===== src/rtl/snake_led_engine.sv =====
// snake_led_engine
//   Multi-snake LED bar animator. N_SNAKE snakes (snake i is i+1 LEDs long,
//   snake 0 leftmost) bounce off the bar ends and off each other. A single
//   free-running prescaler provides a per-snake step tick; snake i steps every
//   2^(DIV_BASE+i) enabled cycles. Everything runs on clk, no derived clocks.
//
//   Optional feature macro: SNAKE_FREEZE_EN adds a per-snake freeze input that
//   turns a snake into a static obstacle without stopping the prescaler.
//
// Ports
//   clk     in   1        system clock
//   rst     in   1        synchronous active-high reset, priority over en
//   en      in   1        run enable; 0 freezes prescaler and all snakes
//   freeze  in   N_SNAKE  (SNAKE_FREEZE_EN only) per-snake tick mask
//   led     out  LED_W    registered LED pattern
//   dir     out  N_SNAKE  registered direction per snake (1 = toward LED_W-1)
//   step    out  N_SNAKE  one-cycle pulse: snake moved
//   bump    out  N_SNAKE  one-cycle pulse: snake reversed or was fully blocked

module snake_led_engine #(
    parameter  int LED_W    = 16,
    parameter  int N_SNAKE  = 3,
    parameter  int DIV_BASE = 24,
    localparam int POS_W    = $clog2(LED_W),
    parameter  logic [N_SNAKE*POS_W-1:0] INIT_HEAD = {4'd2, 4'd11, 4'd15},
    parameter  logic [N_SNAKE-1:0]       INIT_DIR  = 3'b100
) (
    input  logic               clk,
    input  logic               rst,
    input  logic               en,
`ifdef SNAKE_FREEZE_EN
    input  logic [N_SNAKE-1:0] freeze,
`endif
    output logic [LED_W-1:0]   led,
    output logic [N_SNAKE-1:0] dir,
    output logic [N_SNAKE-1:0] step,
    output logic [N_SNAKE-1:0] bump
);

    localparam int CNT_W = DIV_BASE + N_SNAKE - 1;

    function automatic logic [LED_W-1:0] span_mask(input int hi, input int lo);
        logic [LED_W-1:0] m;
        m = '0;
        for (int b = 0; b < LED_W; b++) begin
            m[b] = (b <= hi) && (b >= lo);
        end
        return m;
    endfunction

    function automatic logic [LED_W-1:0] init_led();
        logic [LED_W-1:0] m;
        int               h;
        m = '0;
        for (int i = 0; i < N_SNAKE; i++) begin
            h = int'(INIT_HEAD[i*POS_W +: POS_W]);
            m = m | span_mask(h, h - i);
        end
        return m;
    endfunction

    // Snakes must fit, lie inside the bar and be ordered left to right
    // without overlap; anything else is not a supported configuration.
    function automatic bit params_ok();
        int h;
        int len_sum;
        int prev_tail;
        bit ok;
        ok        = 1'b1;
        len_sum   = 0;
        prev_tail = LED_W;
        for (int i = 0; i < N_SNAKE; i++) begin
            h       = int'(INIT_HEAD[i*POS_W +: POS_W]);
            len_sum = len_sum + i + 1;
            if (h >= LED_W || h - i < 0 || h >= prev_tail) begin
                ok = 1'b0;
            end
            prev_tail = h - i;
        end
        if (len_sum > LED_W) begin
            ok = 1'b0;
        end
        return ok;
    endfunction

    localparam logic [LED_W-1:0] INIT_LED = init_led();

    if (!params_ok()) begin : g_bad_params
        $error("snake_led_engine: INIT_HEAD overlaps or snake lengths exceed LED_W");
    end

    logic [CNT_W-1:0]   cnt_q, cnt_d;
    logic [POS_W-1:0]   head_q [N_SNAKE];
    logic [POS_W-1:0]   head_d [N_SNAKE];
    logic [N_SNAKE-1:0] dir_q, dir_d;
    logic [N_SNAKE-1:0] step_q, step_d;
    logic [N_SNAKE-1:0] bump_q, bump_d;
    logic [LED_W-1:0]   led_q, led_d;
    logic [N_SNAKE-1:0] frz;
    logic [N_SNAKE-1:0] tick;

`ifdef SNAKE_FREEZE_EN
    assign frz = freeze;
`else
    assign frz = '0;
`endif

    // tick_i fires when the low DIV_BASE+i prescaler bits are all ones, so
    // slower snakes always tick together with every faster one.
    always_comb begin
        for (int i = 0; i < N_SNAKE; i++) begin
            tick[i] = en & ~frz[i];
            for (int b = 0; b < DIV_BASE + i; b++) begin
                tick[i] = tick[i] & cnt_q[b];
            end
        end
    end

    always_comb begin
        int   h;
        int   t;
        int   left_wall;
        int   right_wall;
        logic left_free;
        logic right_free;
        logic fwd_free;
        logic rev_free;

        cnt_d  = en ? cnt_q + CNT_W'(1) : cnt_q;
        dir_d  = dir_q;
        step_d = '0;
        bump_d = '0;
        led_d  = '0;
        h          = 0;
        t          = 0;
        right_wall = -1;
        left_free  = 1'b0;
        right_free = 1'b0;
        fwd_free   = 1'b0;
        rev_free   = 1'b0;
        for (int i = 0; i < N_SNAKE; i++) begin
            head_d[i] = head_q[i];
        end

        // left_wall carries the post-step tail of the snake to the left, so
        // in a race for one free cell the lower-index snake always wins.
        left_wall = LED_W;
        for (int i = 0; i < N_SNAKE; i++) begin
            h = int'(head_q[i]);
            t = h - i;
            right_wall = -1;
            if (i < N_SNAKE - 1) begin
                right_wall = int'(head_q[i+1]);
            end
            left_free  = (h + 1) < left_wall;
            right_free = (t - 1) > right_wall;
            fwd_free   = dir_q[i] ? left_free : right_free;
            rev_free   = dir_q[i] ? right_free : left_free;

            if (tick[i]) begin
                if (fwd_free) begin
                    h         = dir_q[i] ? h + 1 : h - 1;
                    step_d[i] = 1'b1;
                end else if (rev_free) begin
                    h         = dir_q[i] ? h - 1 : h + 1;
                    dir_d[i]  = ~dir_q[i];
                    step_d[i] = 1'b1;
                    bump_d[i] = 1'b1;
                end else begin
                    bump_d[i] = 1'b1;
                end
            end

            head_d[i] = POS_W'(h);
            led_d     = led_d | span_mask(h, h - i);
            left_wall = h - i;
        end
    end

    always_ff @(posedge clk) begin
        if (rst) begin
            cnt_q  <= '0;
            dir_q  <= INIT_DIR;
            step_q <= '0;
            bump_q <= '0;
            led_q  <= INIT_LED;
            for (int i = 0; i < N_SNAKE; i++) begin
                head_q[i] <= INIT_HEAD[i*POS_W +: POS_W];
            end
        end else begin
            cnt_q  <= cnt_d;
            dir_q  <= dir_d;
            step_q <= step_d;
            bump_q <= bump_d;
            led_q  <= led_d;
            for (int i = 0; i < N_SNAKE; i++) begin
                head_q[i] <= head_d[i];
            end
        end
    end

    assign led  = led_q;
    assign dir  = dir_q;
    assign step = step_q;
    assign bump = bump_q;

endmodule

===== config.mk =====
export PLATFORM = sky130hd
export DESIGN_NAME = snake_led_engine
export DESIGN_NICKNAME = d
export VERILOG_FILES = /design/src/rtl/snake_led_engine.sv
export SDC_FILE = /design/constraint.sdc
export NUM_CORES = 1
export LEC_CHECK = 0
export BUFFER_PORTS_ARGS = -buffer_cell sky130_fd_sc_hd__buf_4
export CORE_MARGIN = 2
export CORE_UTILIZATION = 57
export CTS_CLUSTER_DIAMETER = 150
export DETAILED_ROUTE_END_ITERATION = 7
export PLACE_DENSITY = 0.75
export SYNTH_ARGS = -nofsm -noshare
export SYNTH_HDL_FRONTEND = slang
export SYNTH_SLANG_ARGS = --single-unit

===== constraint.sdc =====
create_clock -name clk -period 19.9 [get_ports clk]
set_input_delay 3.98 -clock clk [delete_from_list [all_inputs] [get_ports clk]]
set_output_delay 3.98 -clock clk [all_outputs]
set_load 0.01 [all_outputs]

==> results of run 1 <==
-- routing by layer --
metal | global-route usage (%) | wire, um
met1 | 43.6 | 7870
met2 | 49.7 | 8000
met3 | 6.66 | 1890
met4 | 14.7 | 605
met5 | 0 | 0
-- flip-flops by register name (all words and copies together) (netlist names) --
register  count
cnt_q        26
led          16
bump          3
step          3
head_q       12
dir           3
-- worst reg2reg max path: cells and delay by family (launching register included) --
family          cells  cell delay, ps
fa+ha+maj           6            2010
xor+xnor            1             170
simple gates       15            4270
compound gates     14            4140
buf+inv             3             750
mux                 1             190
flops               1             570
-- cell families after synthesis --
group / count (synthesis)
AO/OA/AOI/OAI: 240
flip-flops: 63
multiplexers: 6
XOR/XNOR: 50
other: 1
adder cells (fa/ha/maj): 65
buffers and inverters: 78
AND/OR/NAND/NOR: 321
-- where the power goes --
part,internal [uW],total (uW),switching [uW]
combinational,1.32,4.84,3.52
clock,72.2,132,59.4
sequential,126,127,0.479
total,200,263,63.4
-- stage by stage --
stage               setup WS, ps  total power (uW)
detailed placement          5550               135
global placement            5830               134
global route                4750               271
floorplan                   6900               133
finish                      5590               263
CTS                         5890               265
-- synth_stat cells, types with 8 or more instances --
cell type	count	area [um^2]
sky130_fd_sc_hd__o211ai_1	12	90.1
sky130_fd_sc_hd__o21a_1	10	75.1
sky130_fd_sc_hd__a21oi_1	51	255
sky130_fd_sc_hd__clkbuf_1	22	82.6
sky130_fd_sc_hd__dfxtp_1	63	1260
sky130_fd_sc_hd__nand3_1	36	180
sky130_fd_sc_hd__inv_1	40	150
sky130_fd_sc_hd__a211oi_1	8	60.1
sky130_fd_sc_hd__a21o_1	9	67.6
sky130_fd_sc_hd__xor2_1	19	166
sky130_fd_sc_hd__a31oi_1	22	138
sky130_fd_sc_hd__and2_1	11	68.8
sky130_fd_sc_hd__nand4_1	19	119
sky130_fd_sc_hd__o21ai_1	16	80.1
sky130_fd_sc_hd__ha_1	65	813
sky130_fd_sc_hd__nand2_1	73	274
sky130_fd_sc_hd__or3_1	8	50.1
sky130_fd_sc_hd__nor3_1	22	110
sky130_fd_sc_hd__o21ai_0	41	205
sky130_fd_sc_hd__xnor2_1	30	263
sky130_fd_sc_hd__nor2_1	90	338
-- worst min-delay path by stage --
stage	startpoint	to	slack [ps]
floorplan	cnt_q[14]$_SDFFE_PP0P_	cnt_q[14]$_SDFFE_PP0P_	460
global placement	cnt_q[14]$_SDFFE_PP0P_	cnt_q[14]$_SDFFE_PP0P_	470
detailed placement	cnt_q[14]$_SDFFE_PP0P_	cnt_q[14]$_SDFFE_PP0P_	480
CTS	cnt_q[14]$_SDFFE_PP0P_	cnt_q[14]$_SDFFE_PP0P_	490
global route	cnt_q[14]$_SDFFE_PP0P_	cnt_q[14]$_SDFFE_PP0P_	540
finish	cnt_q[14]$_SDFFE_PP0P_	cnt_q[14]$_SDFFE_PP0P_	500
-- cells in the final DEF, fill, tap and decap left out, drive strengths merged, types with 6 or more instances in the layout --
cell type,instances
ha,65
o21a,10
xor2,19
a21oi,52
nand3,36
xnor2,31
or3,8
nor4,7
dfxtp,63
or2,7
a31oi,23
nor2b,7
nor3,24
and3,7
o211ai,14
nand2,74
nor2,91
a211oi,9
o31ai,7
inv,45
and2,12
nand2b,7
clkbuf,9
buf,29
o22ai,6
o21ai,59
nand4,21
a21o,9
-- cell type report --
cell class | instances | share of cell area [%]
Timing Repair Buffer | 29 | 3.29
Multi-Input combinational cell | 683 | 69.1
Clock buffer | 9 | 1.87
Inverter | 44 | 2.49
Tap cell | 136 | 2.57
Clock inverter | 7 | 1.59
Sequential cell | 63 | 19.0
==> out/qor.txt, run 1 <==
Result of the run: finished clean
Area grow syn2layout: 7.76%
Vias per cell: 6.56
GRT Resource Usage Total: 32.4%
Maximum root-to-sink buffer count: 2
Net count of the finished layout: 898
Clock Latency Late Sink: 370 ps
R2r startpoint: head_q[0][0]$_SDFF_PP1_
Root buffer selected by CTS: sky130_fd_sc_hd__clkbuf_8
Post-cts sizing count: 0
Worst-path cell with the longest stage delay: sky130_fd_sc_hd__a311oi_4
Register area share after synthesis: 20.5%
R2R setup slack: 7710 ps
Crit path required time: 20190 ps
Sort of element at the start of the critical path: input pin
Final total negative setup slack: 0 ps
Initial antenna violation count: 0
Mapped cell area: 0.00614 mm^2
Count of cells along the worst hold path: 2
Critical path buffers and inverters: 3
Number of levels the H-tree was split into: 3
Post-synth top flop: sky130_fd_sc_hd__dfxtp_1
Setup Crit Path Kind: in2reg
Setup-failing EPs final: 0
Max-cap violation count: 0
Clock-pin slew reported for the worst setup and hold paths after clock tree synthesis: 80 ps
Crit-path max cell delay: 770 ps
Post-synth EDFFs: 0
Compound-gate portion of the synthesized area: 26.6%
Count of endpoints failing hold in the final timing report: 0
Worst max-slew margin expressed relative to the limit: 30.5%
Top Family by Delay on Critical Path: simple AND/OR/NAND/NOR gates
Post-detailed-placement half-perimeter wirelength: 13.7 mm
Tightest hold margin: 498 ps
Gpl congestion: 0.999
Largest family of logic cells by synthesized area: compound AO/OA/AOI/OAI gates
Area after DPL: 0.00639 mm^2
DIE AREA: 0.0116 mm^2
Layout Cells excl Fill: 971
Seq cells post-synth: 63
N_diodes: 0
DRC: 0
Actual transition at the worst max-transition pin: 1040 ps
Synth warn: 0
Final-layout fill cell count: 958
Initial core utilization: 59.0%
Maximum fanout encountered on the critical timing path: 19
Die X: 108 um
Maximum clock frequency: 0.0699 GHz
Multi-input combinational cell area: 0.00458 mm^2
1st-pass router iterations: 8
Synthesized area per cell: 7.46 um^2
First-pass GRT wire length: 29.5 mm
Routed wirelength normalized by instance count: 18.9 um
First element of the critical path: en
R2r worst-path depth: 40
Clock tree from TritonCTS: yes
Fraction of final layout cells sized beyond drive strength 1: 9.10%
Net count after synthesis: 892
Pwr dens: 39.8 mW/mm^2
Number of cells on the critical path: 38
Pin count of the biggest net entering global routing: 53
Count of nets left with antenna violations after detail routing: 0
Number of standard-cell rows in the floorplan: 37
Simple logic cell fraction of the synthesized area: 26.3%
Final Skew: 15.5 ps
Post-route cell area: 0.00662 mm^2
Via Count: 6369
Xor-xnor portion of the synthesized cell area: 7.25%
Period utilization: 71.9%
Drt first-iter violations: 579
Die Y-Extent: 108 um
I/O pin cnt: 28
Proportion of synthesized area in mux cells: 0.998%
Placed instance count: 955
Num CTS Buffers: 9
Unrepaired setup endpoints after global routing: false
Number of sinks handled by clock tree synthesis: 63
Slew Limit Fails: 0
Adder-cell area share of the yosys netlist: 13.2%
Critical Path End: led[3]$_SDFF_PP0_
FFs w/ async S/R, synth: 0%
Buffers on Ports: 27
Routed wire length: 18.4 mm
Sequential cell area: 0.00126 mm^2
Utilization after layout: 63.6%
P_leak: 0.00277 uW
Post-CTS repair timing setup buffer count: 0
Total core area: 0.0104 mm^2
Endpoint type of the worst setup path: flop
Peak supply drop: 0.0518 mV
Reg-to-reg critical path endpoint: led[3]$_SDFF_PP0_
Minimum clock period after layout: 14310 ps
Gate count after technology mapping: 824
Total congestion overflow: 0
Number of hold buffers added after CTS: 0
Number of global-route vias before repair: 5889
Arrival time of the worst setup path: 14590 ps
Number of distinct standard cells referenced by the synthesized netlist: 89
Hold crit path type: reg2reg
No activity file was read; power rests on OpenSTA's default activity.
==> run 2, diff against run 1 <==
--- a/config.mk
+++ b/config.mk
@@ -5,12 +5,13 @@
 export SDC_FILE = /design/constraint.sdc
 export NUM_CORES = 1
 export LEC_CHECK = 0
+export ABC_AREA = 1
 export BUFFER_PORTS_ARGS = -buffer_cell sky130_fd_sc_hd__buf_4
 export CORE_MARGIN = 2
 export CORE_UTILIZATION = 57
 export CTS_CLUSTER_DIAMETER = 150
 export DETAILED_ROUTE_END_ITERATION = 7
-export PLACE_DENSITY = 0.75
+export PLACE_DENSITY = 0.78
 export SYNTH_ARGS = -nofsm -noshare
 export SYNTH_HDL_FRONTEND = slang
 export SYNTH_SLANG_ARGS = --single-unit
==> constraint.sdc (replaced) <==
create_clock -name clk -period 11.61 [get_ports clk]
set_input_delay 2.322 -clock clk [delete_from_list [all_inputs] [get_ports clk]]
set_output_delay 2.322 -clock clk [all_outputs]
set_load 0.01 [all_outputs]
==> out/qor.txt, run 2 <==
Result of the run: finished clean
DIE AREA: 0.0114 mm^2
Mapped cell area: 0.00603 mm^2
Via Count: 6287
Synthesized area per cell: 6.39 um^2
Gpl congestion: 0.968
Buffers on Ports: 27
Clock Latency Late Sink: 350 ps
Drt first-iter violations: 569
Post-route cell area: 0.00656 mm^2
Number of levels the H-tree was split into: 3
Fraction of final layout cells sized beyond drive strength 1: 10.1%
1st-pass router iterations: 6
Clock tree from TritonCTS: yes
Net count of the finished layout: 1034
Total core area: 0.0103 mm^2
Commonest non-fill, non-tap cell in the layout: sky130_fd_sc_hd__nand2_1
Minimum clock period after layout: 10300 ps
Unrepaired setup endpoints after global routing: false
FFs w/ async S/R, synth: 0%
P_leak: 0.00315 uW
Crit path required time: 11880 ps
Crit-path max cell delay: 550 ps
Seq cells post-synth: 63
Gate count after technology mapping: 943
Post-detailed-placement half-perimeter wirelength: 12.5 mm
Count of nets left with antenna violations after detail routing: 0
Final Total Pwr: 446 uW
Compound-gate portion of the synthesized area: 16.4%
Post-CTS repair timing setup buffer count: 0
Pwr dens: 68.0 mW/mm^2
Setup-failing EPs final: 0
Root buffer selected by CTS: sky130_fd_sc_hd__clkbuf_8
Final total negative setup slack: 0 ps
Number of standard-cell rows in the floorplan: 37
CP dominant cell by count: sky130_fd_sc_hd__inv_1
Arrival time of the worst setup path: 10580 ps
Most area-hungry cell type in the Yosys netlist: sky130_fd_sc_hd__dfxtp_1
Num CTS Buffers: 9
Register area share after synthesis: 20.9%
Number of sinks handled by clock tree synthesis: 63
Number of hold buffers added after CTS: 0
Slew Limit Fails: 0
Initial antenna violation count: 0
Utilization after layout: 63.8%
Most numerous cell types in the synthesized netlist: 185 x sky130_fd_sc_hd__nand2_1, 143 x sky130_fd_sc_hd__inv_1, 125 x sky130_fd_sc_hd__nor2_1
Setup Crit Path Kind: in2reg
Total congestion overflow: 0
Max reg flops: 26
Final Skew: 16.4 ps
Max-cap violation count: 0
Largest family of logic cells by synthesized area: simple AND/OR/NAND/NOR gates
DRC: 0
Most frequent cell after synthesis: sky130_fd_sc_hd__nand2_1
Count of endpoints failing hold in the final timing report: 0
Maximum fanout encountered on the critical timing path: 12
Simple logic cell fraction of the synthesized area: 34.4%
Most area-consuming cells after synthesis: sky130_fd_sc_hd__dfxtp_1 21%, sky130_fd_sc_hd__ha_1 13%, sky130_fd_sc_hd__nand2_1 12%, sky130_fd_sc_hd__inv_1 8.9%, sky130_fd_sc_hd__nor2_1 7.8%
I/O pin cnt: 28
Hold crit path type: reg2reg
Leading cell types in the layout, fill and taps excluded: 185 x sky130_fd_sc_hd__nand2_1, 143 x sky130_fd_sc_hd__inv_1, 125 x sky130_fd_sc_hd__nor2_1
Vias per cell: 5.68
Routed wire length: 16.2 mm
Clock-pin slew reported for the worst setup and hold paths after clock tree synthesis: 70 ps
Number of global-route vias before repair: 5730
Area grow syn2layout: 8.84%
Endpoint type of the worst setup path: flop
Adder-cell area share of the yosys netlist: 13.5%
Post-synth top flop: sky130_fd_sc_hd__dfxtp_1
Maximum root-to-sink buffer count: 2
Die Y-Extent: 107 um
Actual transition at the worst max-transition pin: 780 ps
Yosys top cell area share: 20.9%
Xor-xnor portion of the synthesized cell area: 4.05%
Area after DPL: 0.00634 mm^2
Register ranked first by flip-flop count: cnt_q
Routed wirelength normalized by instance count: 14.7 um
Pin count of the biggest net entering global routing: 33
Net count after synthesis: 1011
Sort of element at the start of the critical path: input pin
Period utilization: 88.8%
Worst-path cell with the longest stage delay: sky130_fd_sc_hd__nor4_1
N_diodes: 0
Synth warn: 0
Maximum clock frequency: 0.0970 GHz
Initial core utilization: 58.7%
GRT Resource Usage Total: 29.5%
Peak supply drop: 0.0647 mV
Worst max-slew margin expressed relative to the limit: 47.6%
Post-cts sizing count: 0
Number of distinct standard cells referenced by the synthesized netlist: 54
First-pass GRT wire length: 27.0 mm
Proportion of synthesized area in mux cells: 0%
Post-synth EDFFs: 0
Die X: 107 um
-- run 2: cell types whose count changed after synthesis, sizes merged, moves of 8 or more --
cell and delta:
xnor2 -23, a211oi -8, nor2 +41, and2 -11, o21a -8, inv +110, a31oi -15, a21o -9
nand2 +134, nor3 -9, nand3 +27, clkbuf -13
-- run 2: routing by layer --
| layer | vias to the layer above | part of all wire, % | global-route usage, % |
|---|---|---|---|
| met4 | 0 | 4.1 | 13.7 |
| met3 | 55 | 5.4 | 4.38 |
| met1 | 2847 | 42 | 35.9 |
| met2 | 241 | 48 | 51.1 |
| met5 | - | 0 | 0 |
| li1 | 3144 | - | - |
-- run 2: stage by stage --
step,hold slack [ps],setup WS (ps),instances
2_1_floorplan,442,2290,943
3_3_place_gp,457,1350,1091
3_5_place_dp,468,1050,1091
4_1_cts,476,1390,1107
5_1_grt,492,192,1107
6_report,472,1310,1107
-- run 2: logic make-up (layout without fill, tap and decap cells) --
logic type | Yosys count | in the layout
and+or+nand+nor | 453 | 453
buffers and inverters | 170 | 198
AOI/OAI and AO/OA | 164 | 164
adders and majority gates | 65 | 65
DFF | 63 | 63
xor gates and xnor gates | 27 | 27
other | 1 | 1
-- run 2: final timing paths --
path / start / endpoint / slack (ps) / depth (start not counted)
min reg2reg: cnt_q[2]$_SDFFE_PP0P_ / cnt_q[2]$_SDFFE_PP0P_ / 470 / 2
max reg2reg: head_q[0][0]$_SDFF_PP1_ / led[9]$_SDFF_PP0_ / 2290 / 62
min: cnt_q[2]$_SDFFE_PP0P_ / cnt_q[2]$_SDFFE_PP0P_ / 470 / 2
max: en / led[9]$_SDFF_PP0_ / 1310 / 57
-- run 2: power breakdown --
group	leakage [uW]	switching [uW]	total, uW	internal, uW
sequential	0.000508	0.581	217	217
combinational	0.00253	6.33	8.50	2.17
clock	0.000114	87.8	220	133
-- run 2: critical path: cells and delay by family --
family	cells	cell delay, ps
buffers and inverters	14	1250
and+or+nand+nor	33	4910
AOI/OAI and AO/OA	5	760
adders and majority gates	5	1290
-- run 2: cell type report --
| type | count | area, um^2 |
|---|---|---|
| Multi-Input combinational cell | 710 | 4120 |
| Fill cell | 991 | 3720 |
| Sequential cell | 63 | 1260 |
| Inverter | 154 | 578 |
| Timing Repair Buffer | 28 | 210 |
| Tap cell | 136 | 170 |
| Clock buffer | 13 | 159 |
| Clock inverter | 3 | 65.1 |
==> run 3, diff against run 2 <==
--- a/config.mk
+++ b/config.mk
@@ -6,7 +6,7 @@
 export NUM_CORES = 1
 export LEC_CHECK = 0
 export ABC_AREA = 1
-export BUFFER_PORTS_ARGS = -buffer_cell sky130_fd_sc_hd__buf_4
+export BUFFER_PORTS_ARGS = -buffer_cell sky130_fd_sc_hd__buf_2
 export CORE_MARGIN = 2
 export CORE_UTILIZATION = 57
 export CTS_CLUSTER_DIAMETER = 150
==> out/qor.txt, run 3 (same netlist as run 2, synthesis figures left out) <==
Result of the run: finished clean
Setup Crit Path Kind: in2reg
Arrival time of the worst setup path: 10560 ps
Commonest non-fill, non-tap cell in the layout: sky130_fd_sc_hd__nand2_1
P_leak: 0.00313 uW
Maximum fanout encountered on the critical timing path: 12
1st-pass router iterations: 6
Crit path required time: 11890 ps
Final total negative setup slack: 0 ps
Total congestion overflow: 0
Layout Cells excl Fill: 1106
Unrepaired setup endpoints after global routing: false
Routed wirelength normalized by instance count: 14.1 um
Endpoint type of the worst setup path: flop
Gpl congestion: 1.03
Post-cts sizing count: 0
Pin count of the biggest net entering global routing: 33
Number of standard-cell rows in the floorplan: 37
Die X: 107 um
Sort of element at the start of the critical path: input pin
Actual transition at the worst max-transition pin: 723 ps
R2R setup slack: 2350 ps
Pwr dens: 65.7 mW/mm^2
Placed instance count: 1091
Clock Latency Late Sink: 360 ps
Routed wire length: 15.6 mm
Register ranked first by flip-flop count: cnt_q
Total core area: 0.0103 mm^2
Clock tree from TritonCTS: yes
Post-detailed-placement half-perimeter wirelength: 12.2 mm
Root buffer selected by CTS: sky130_fd_sc_hd__clkbuf_8
Leading cell types in the layout, fill and taps excluded: 185 x sky130_fd_sc_hd__nand2_1, 143 x sky130_fd_sc_hd__inv_1, 125 x sky130_fd_sc_hd__nor2_1
Number of sinks handled by clock tree synthesis: 63
Num CTS Buffers: 9
DRC: 0
Drt first-iter violations: 469
Sequential cell area: 0.00126 mm^2
Buffers on Ports: 27
First-pass GRT wire length: 26.2 mm
Final-layout fill cell count: 987
Maximum clock frequency: 0.0973 GHz
Max reg flops: 26
Count of endpoints failing hold in the final timing report: 0
Worst max-slew margin expressed relative to the limit: 51.4%
Period utilization: 88.5%
Maximum root-to-sink buffer count: 2
Tightest hold margin: 476 ps
Hold crit path type: reg2reg
Post-CTS repair timing setup buffer count: 0
Initial antenna violation count: 0
I/O pin cnt: 28
Via Count: 6111
Clock-pin slew reported for the worst setup and hold paths after clock tree synthesis: 70 ps
DIE AREA: 0.0114 mm^2
Worst-path cell with the longest stage delay: sky130_fd_sc_hd__nor4_1
Area grow syn2layout: 7.26%
Net count of the finished layout: 1034
N_diodes: 0
Utilization after layout: 62.9%
Vias per cell: 5.53
CP dominant cell by count: sky130_fd_sc_hd__inv_1
Fraction of final layout cells sized beyond drive strength 1: 10.2%
Initial core utilization: 58.7%
Slew Limit Fails: 0
Number of levels the H-tree was split into: 3
Crit-path max cell delay: 510 ps
Die Y-Extent: 107 um
Minimum clock period after layout: 10280 ps
Peak supply drop: 0.0466 mV
Multi-input combinational cell area: 0.00412 mm^2
Final Skew: 8.59 ps
Number of global-route vias before repair: 5660
Count of nets left with antenna violations after detail routing: 0
Number of hold buffers added after CTS: 0
GRT Resource Usage Total: 28.5%
Setup-failing EPs final: 0
Max-cap violation count: 0
-- run 3: power by group --
part	switching [uW]	leakage, uW	internal, uW
Clock	90.7	0.000105	109
Sequential	0.573	0.000508	217
Combinational	6.36	0.00252	1.92
-- run 3: layout make-up --
type	count	share of cell area, %
clock buffers	11	2.34
well taps	136	2.63
multi-input cells	710	63.7
repair buffers	28	2.21
inverters	154	8.94
clock inverters	4	0.697
flip-flops and latches	63	19.5
-- run 3: final timing paths --
path,start,end,cells after the start
max,en,led[9]$_SDFF_PP0_,57
min,cnt_q[2]$_SDFFE_PP0P_,cnt_q[2]$_SDFFE_PP0P_,2
max reg2reg,head_q[0][0]$_SDFF_PP1_,led[9]$_SDFF_PP0_,62
min reg2reg,cnt_q[2]$_SDFFE_PP0P_,cnt_q[2]$_SDFFE_PP0P_,2
-- run 3: worst max-delay path: cells and delay by family --
| kind | cells | cell delay (ps) |
|---|---|---|
| AND/OR/NAND/NOR | 32 | 4770 |
| buffers and inverters | 15 | 1370 |
| adder cells (fa/ha/maj) | 5 | 1290 |
| AO/OA/AOI/OAI | 5 | 760 |
-- run 3: per-layer routing --
| metal | vias up | GRT usage, % | share of wire [%] |
|---|---|---|---|
| met5 | - | 0 | 0 |
| met4 | 0 | 14.1 | 3.8 |
| met3 | 60 | 4.62 | 5.1 |
| met2 | 207 | 47.7 | 47 |
| met1 | 2706 | 35.6 | 44 |
| li1 | 3138 | - | - |
-- run 3: through the flow --
stage                     total power, uW  area (um^2)  setup WS, ps
after detailed placement              230         6270          1020
after floorplan                       227         6030          2290
final                                 425         6470          1330
after global placement                230         6270          1340
after CTS                             427         6470          1380
after global routing                  438         6470           252
